==> config.mk <==
export PLATFORM = sky130hd
export DESIGN_NAME = pipe_ctl
export DESIGN_NICKNAME = d
export VERILOG_FILES = /design/src/rtl/pipe_ctl.sv
export SDC_FILE = /design/constraint.sdc
export NUM_CORES = 1
export LEC_CHECK = 0
export ABC_AREA = 0
export ABC_CLOCK_PERIOD_IN_PS = 1640
export CELL_PAD_IN_SITES_DETAIL_PLACEMENT = 0
export CELL_PAD_IN_SITES_GLOBAL_PLACEMENT = 1
export CORE_MARGIN = 5
export CORE_UTILIZATION = 25
export DETAILED_ROUTE_END_ITERATION = 6
export HOLD_SLACK_MARGIN = 0.12
export PLACE_DENSITY_LB_ADDON = 0.1
export RECOVER_POWER = 25
export SYNTH_ARGS = -nofsm -noshare
export SYNTH_HDL_FRONTEND = slang
export SYNTH_SLANG_ARGS = --single-unit
==> constraint.sdc <==
create_clock -name clk -period 1.64 [get_ports clk]
set_clock_uncertainty 0.2 [all_clocks]
set_input_delay 0.246 -clock clk [delete_from_list [all_inputs] [get_ports clk]]
set_output_delay 0.246 -clock clk [all_outputs]
set_load 0.05 [all_outputs]
==> src/rtl/pipe_ctl.sv <==
// Hazard/flush controller for the 5-stage pipeline: load-use stalls, memory-wait freezes and
// multi-cycle front-end flushes. Define PIPE_CTL_PERF_EN to add stall/flush performance counters.
module pipe_ctl #(
    parameter int FLUSH_CYCLES = 2,
    parameter int CNT_W        = 32
) (
    input  logic             clk,
    input  logic             rst_n,
    input  logic [4:0]       id_rs1,
    input  logic [4:0]       id_rs2,
    input  logic             id_use_rs1,
    input  logic             id_use_rs2,
    input  logic [4:0]       ex_rd,
    input  logic             ex_load,
    input  logic             bj_en,
    input  logic             trap_en,
    input  logic             mem_req,
    input  logic             mem_ready,
    output logic             pc_stall,
    output logic             ifid_stall,
    output logic             ifid_clear,
    output logic             idex_stall,
    output logic             idex_clear,
    output logic             exmem_stall,
    output logic             exmem_clear,
    output logic             memwb_clear,
`ifdef PIPE_CTL_PERF_EN
    output logic [CNT_W-1:0] perf_stall_cnt,
    output logic [CNT_W-1:0] perf_flush_cnt,
`endif
    output logic             busy
);

    typedef enum logic [1:0] {
        RUN   = 2'd0,
        FLUSH = 2'd1,
        MWAIT = 2'd2
    } state_t;

    localparam logic [3:0] FLUSH_LD = 4'(FLUSH_CYCLES);
    localparam state_t     REDIR_ST = (FLUSH_CYCLES == 0) ? RUN : FLUSH;

    if (FLUSH_CYCLES < 0 || FLUSH_CYCLES > 15 || CNT_W < 1) begin : g_bad_param
        $error("pipe_ctl: FLUSH_CYCLES must be 0..15 and CNT_W >= 1");
    end

    state_t     state_q, state_d;
    logic [3:0] cnt_q, cnt_d;
    logic       memwait;
    logic       load_use;

    assign memwait  = mem_req & ~mem_ready;
    // x0 is hardwired to zero, so a load targeting it never produces a dependency.
    assign load_use = ex_load && (ex_rd != 5'd0) &&
                      ((id_use_rs1 && (id_rs1 == ex_rd)) || (id_use_rs2 && (id_rs2 == ex_rd)));

    always_ff @(posedge clk or negedge rst_n) begin
        if (!rst_n) begin
            state_q <= RUN;
            cnt_q   <= 4'd0;
        end else begin
            state_q <= state_d;
            cnt_q   <= cnt_d;
        end
    end

    // Priority: trap > memory wait > redirect > flush countdown / MWAIT release.
    always_comb begin
        state_d = state_q;
        cnt_d   = cnt_q;
        if (trap_en) begin
            state_d = REDIR_ST;
            cnt_d   = FLUSH_LD;
        end else if (memwait) begin
            state_d = MWAIT;
        end else if (bj_en) begin
            state_d = REDIR_ST;
            cnt_d   = FLUSH_LD;
        end else begin
            case (state_q)
                FLUSH: begin
                    cnt_d = cnt_q - 4'd1;
                    if (cnt_q <= 4'd1) begin
                        state_d = RUN;
                        cnt_d   = 4'd0;
                    end
                end
                // A flush interrupted by a memory wait resumes with its remaining count.
                MWAIT:   state_d = (cnt_q != 4'd0) ? FLUSH : RUN;
                default: state_d = RUN;
            endcase
        end
    end

    always_comb begin
        pc_stall    = 1'b0;
        ifid_stall  = 1'b0;
        ifid_clear  = 1'b0;
        idex_stall  = 1'b0;
        idex_clear  = 1'b0;
        exmem_stall = 1'b0;
        exmem_clear = 1'b0;
        memwb_clear = 1'b0;
        busy        = (state_q != RUN);
        if (!rst_n) begin
            ifid_clear  = 1'b1;
            idex_clear  = 1'b1;
            exmem_clear = 1'b1;
            memwb_clear = 1'b1;
            busy        = 1'b0;
        end else if (trap_en) begin
            ifid_clear  = 1'b1;
            idex_clear  = 1'b1;
            exmem_clear = 1'b1;
        end else if (memwait) begin
            pc_stall    = 1'b1;
            ifid_stall  = 1'b1;
            idex_stall  = 1'b1;
            exmem_stall = 1'b1;
            memwb_clear = 1'b1;
        end else if (bj_en) begin
            ifid_clear  = 1'b1;
            idex_clear  = 1'b1;
        end else if (state_q == FLUSH) begin
            ifid_clear  = 1'b1;
        end else if (state_q == RUN && load_use) begin
            pc_stall    = 1'b1;
            ifid_stall  = 1'b1;
            idex_clear  = 1'b1;
        end
    end

`ifdef PIPE_CTL_PERF_EN
    logic [CNT_W-1:0] stall_cnt_q, stall_cnt_d;
    logic [CNT_W-1:0] flush_cnt_q, flush_cnt_d;
    logic             redirect;

    assign redirect = trap_en | (bj_en & ~memwait);

    always_comb begin
        stall_cnt_d = stall_cnt_q;
        flush_cnt_d = flush_cnt_q;
        if (pc_stall && (stall_cnt_q != {CNT_W{1'b1}})) stall_cnt_d = stall_cnt_q + 1'b1;
        if (redirect && (flush_cnt_q != {CNT_W{1'b1}})) flush_cnt_d = flush_cnt_q + 1'b1;
    end

    always_ff @(posedge clk or negedge rst_n) begin
        if (!rst_n) begin
            stall_cnt_q <= '0;
            flush_cnt_q <= '0;
        end else begin
            stall_cnt_q <= stall_cnt_d;
            flush_cnt_q <= flush_cnt_d;
        end
    end

    assign perf_stall_cnt = stall_cnt_q;
    assign perf_flush_cnt = flush_cnt_q;
`endif

endmodule

======== Word-level counts from Yosys, hierarchy flattened ========
Cells that the tools add are included.
cells by class
  reductions and logical operators ........ 12
  equality and inequality tests ........... 6
  $add $sub $neg .......................... 1
  mux-type cells .......................... 33
  bitwise operators ....................... 2
  magnitude comparators ................... 1
operators by type and width
  kind                                                  number
  two-way mux 1 bit                                     23
  two-way mux 4 bit                                     5
  == test 5 bit                                         2
  two-way mux 2 bit                                     4
  logical AND 1 bit                                     5
  != test 5 bit (second input constant)                 1
  nonzero test 5 bit                                    1
  <= comparator 4 x 1 -> 1 bit (second input constant)  1
  one-hot mux 2 bit (2 select lines)                    1
  nonzero test 4 bit                                    1
  subtractor 4 x 1 -> 4 bit (second input constant)     1
  nonzero test 3 bit                                    1
  == test 2 x 1 -> 1 bit (second input constant)        1
  == test 2 bit (second input constant)                 1
  zero test 2 bit                                       1
  != test 2 bit (second input constant)                 1
  AND reduction 2 bit                                   1
  nonzero test 2 bit                                    1
  AND 1 bit                                             1
  logical OR 1 bit                                      1
  NOT 1 bit                                             1
word-level totals
  bits in registers ....................... 6
  input bits .............................. 24
  logic and storage cells ................. 57
  output and inout bits ................... 9

======== Depth between registers and ports, before layout ========
  depth in word-level cells ............... 11
  gate-level depth with buffers ........... 6
  mapped depth without buffers ............ 6

======== Worst setup path before layout ========
Ideal clock, no wire load.
  path kind ............................... input -> output
  start ................................... input ex_rd[3]
  end ..................................... output pc_stall
  arrival time ............................ 2.324 ns
  cell stages on the path ................. 5
  buffers on the path ..................... 1
  data required time ...................... 1.194 ns
  slack ................................... -1.130 ns
  cell sequence ........................... xor2_1 -> nor4_1 -> a32oi_1 -> o21ai_0 -> buf_4
on the way
  longest elaborated chain between the ends .. 11
  elaborated cells between the ends (all ways) .. 15
  those cells by class .................... eq/ne: 2; mux: 6; reduce/logical: 7
ends and longest elaborated chain
  element                            line  source
  start: declaration                 13    input logic [4:0] ex_rd,
  == test 5 bit                      55    ((id_use_rs1 && (id_rs1 == ex_rd)) || (id_use_rs2 && (id_rs2 == ex_rd)));
  logical AND 1 bit                  55
  logical OR 1 bit                   55
  logical AND 1 bit *                54    assign load_use = ex_load && (ex_rd != 5'd0) &&
  logical AND 1 bit *                126   end else if (state_q == RUN && load_use) begin
  two-way mux 1 bit * (6 in series)  -
  end: declaration                   19    output logic pc_stall,
Mark *: on every way between the ends. The rest lies on a longest branch, timed or not.

======== Final worst setup path ========
  start ................................... register state_q[1]
  end ..................................... output ifid_stall
on the way
  longest elaborated chain between the ends .. 8
  elaborated cells between the ends (all ways) .. 9
  those cells by class .................... eq/ne: 1; mux: 6; reduce/logical: 2
ends and longest elaborated chain
  element                   line  source
  start: declaration        47    state_t state_q, state_d;
  start signal: assignment  62    state_q <= state_d;
  zero test 2 bit           126
  logical AND 1 bit         126
  two-way mux 1 bit         126
  two-way mux 1 bit *       124   end else if (state_q == FLUSH) begin
  two-way mux 1 bit *       121   end else if (bj_en) begin
  two-way mux 1 bit *       115   end else if (memwait) begin
  two-way mux 1 bit *       111   end else if (trap_en) begin
  two-way mux 1 bit *       105   if (!rst_n) begin
  end: declaration          20    output logic ifid_stall,
Marked as above.

==> impl_metrics.toml <==
[outcome]
status = "finished with violations"
violations = "negative setup slack"

[setup_path]
critPathKind = "reg2out"
worstPathArrival_ns = 1.45
rr_startpoint = "state_q[1]"
crit_required_ns = 1.19
r2r_cells = 6
worst-r2r-setup-slack_ns = 0.03
cp_max_fo = 2
reg2reg_to = "cnt_q[2]"
start_kind = "flip-flop"
end_kind = "output pin"

[timing]
hold_viol = 0
setup-tns-final_ns = -0.974
drv_slew = 0
period_needed_ns = 1.89
period_share_pct = 115
rsz0062_at_grt = "yes"
worstMarginPinSlew_ns = 0.305
setup_violations = 6
layout_setup_ws_ns = -0.254
max_slew_margin_pct = 79.6
max_freq_mhz = 528

[pwr]
ir_drop_mv = 0.381
p_per_area_mw_per_mm2 = 471
power_frac_clock_pct = 22.8
pwr-share-seq_pct = 27.4
comb_power_share_pct = 49.9
netSwitchingPower_mw = 0.204
internal_power_mw = 0.396
switching_share_pct = 34.0
leakagePower_nw = 0.571

[route]
vias = 676
wl_per_cell_um = 12.4
wl_um = 1880
drtAntennaViolNets = 0
drtIter0Drc = 11
via_per_inst = 4.48
drc_errors = 0
first_pass_iters = 3

[clocking]
clkLatencyLatePin_ns = 0.24
cts.sinks = 6
clk_pin_slew_ns = 0.05
cts_tree = "built"
cts_buffer_depth = 2
htree_levels = 1
cts_root_buffer = "clkbuf_4"
cts_buffers = 3

[placed_design]
post-dp-hpwl_um = 1510
place_area_mm2 = 0.00112
dpl_worst_slack_ns = -0.606
gp_congestion = 0.792
place_inst = 141
io_buffers = 32

[floorplan]
die_x_um = 57.7
initial_core_util_pct = 26.0
rows = 17
chipHeight_um = 57.7
core-area_mm2 = 0.00219
dieArea_mm2 = 0.00333
io_pins = 33

[min_path]
min_to = "cnt_q[0]"
hold_path_depth = 4
hold_class = "in2reg"
hold_start = "mem_req"

[final_layout]
finalInstanceArea_mm2 = 0.00127
antenna_cells = 0
finalNetCount = 152
syn2layout_area_growth_pct = 124
fill_cells = 200
drive_gt1_share_pct = 56.9
fin_cells = 151

[logic_synthesis]
synthTopCellsByCount = "nand2_1 (8), xor2_1 (8), dfrtp_1 (6)"
syn-num-nets = 96
yosys.area_share.simple_pct = 26.8
synth_area_um2 = 569
synth-xor-area-share_pct = 16.9
yosys.area.top_type = "dfrtp_1"
synthMuxAreaShare_pct = 0
synthAdderAreaFrac_pct = 6.59
ys_seq_area_share_pct = 26.4
yosysWarnings = 0
synth-edff-count = 0
syn-instance-count = 69
synth_top_cell_area_share_pct = 26.4
syn_area_per_cell_um2 = 8.25
synthFlopType = "dfrtp_1"
synth-compound-area-share_pct = 17.4
synthTopCellsByArea = "dfrtp_1 (26%), xor2_1 (12%), ha_1 (6.6%)"
synth_top_family_by_area = "simple AND/OR/NAND/NOR gates"
synth_seq_cells = 6
synth-async-reset-ratio_pct = 100
yosysUniqueCellTypes = 29

[global_route]
grt_pass1_vias = 739
antenna_found_initial = 0
grt_pass1_wl_um = 2990
grt.overflow.total = 0
grt.total_usage_pct = 11.5
grt_max_degree = 7

[job]
maxCapViolations = 0
[placed cells by master, fill, tap and decap left out, types with 3 or more instances in the layout]
cell             synthesis  routed
xor2_1                   8       7
buf_2                    0       7
dlygate4sd2_1            0       5
o21ai_0                  5       3
buf_6                    0       5
buf_12                   0       8
buf_4                    2      18
clkdlybuf4s50_1          0       4
dfrtp_1                  6       6
nand2_1                  8       5
clkbuf_4                 0       3
[final cells by class]
class                           instances  area [um2]  area share [%]
Inverter                                5        25.0            1.96
Tap cell                               28        35.0            2.75
Sequential cell                         6         150            11.8
Clock buffer                            3        22.5            1.77
Timing Repair Buffer                   53         522            41.0
Multi-Input combinational cell         56         519            40.8
[power groups by stage]
stage	clock network (mW)	registers (mW)	logic [mW]
2_1_floorplan	0	0.163	0.114
3_3_place_gp	0	0.164	0.265
3_5_place_dp	0	0.164	0.267
4_1_cts	0.142	0.162	0.272
5_1_grt	0.151	0.165	0.321
6_report	0.137	0.164	0.299
[cells by family (layout without fill, tap and decap cells)]
kind of cell / count (synthesis) / in the layout
adders and majority gates: 3 / 3
and+or+nand+nor: 29 / 29
buffers and inverters: 7 / 61
DFF: 6 / 6
xor gates and xnor gates: 11 / 11
AOI/OAI and AO/OA: 13 / 13
[critical path, cell delays in order (launching register included)]
cell     delay (ns)
dfrtp_1        0.38
nor2_2         0.13
and2_4         0.15
nand4_1        0.15
o21ai_4        0.23
buf_12         0.16
[registers in the layout (all words and copies together), names as in the netlist]
signal / flops
cnt_q: 4
state_q: 2
[metal layers]
metal / global-route usage (%) / vias to the layer above / routed length, um
met3: 4.23 / 2 / 123
met5: 0 / - / 0
met1: 12.0 / 305 / 744
met4: 3.64 / 0 / 12
li1: - / 343 / -
met2: 21.0 / 26 / 995
[what timing repair did]
action / CTS / global route
hold buffers: 1 / 0
buffers inserted: 3 / 4
endpoints found under the hold margin: 6 / 0
pin swaps: 18 / 9
gates resized for setup: 61 / 20
endpoints found under the setup margin: 10 / 7
[stage by stage]
stage	util (%)	power [mW]	hold WS [ns]
global route	58.1	0.636	0.301
CTS	53.9	0.577	0.243
floorplan	-	0.278	-0.250
global placement	51.3	0.428	0.298
detailed placement	51.3	0.431	0.311
finish	58.1	0.600	0.258
[how the worst max path moves through the flow]
stage            endpoint  depth (start not counted)       start  slack [ns]
2_1_floorplan    pc_stall                          5    ex_rd[3]       -0.24
3_3_place_gp   ifid_stall                          6    ex_rd[2]       -0.58
3_5_place_dp   ifid_stall                          6    ex_rd[2]       -0.61
4_1_cts        ifid_stall                          5  state_q[0]       -0.27
5_1_grt          pc_stall                          5  state_q[1]       -0.35
6_report       ifid_stall                          5  state_q[1]       -0.25
Power figures use the tool's default switching activity.
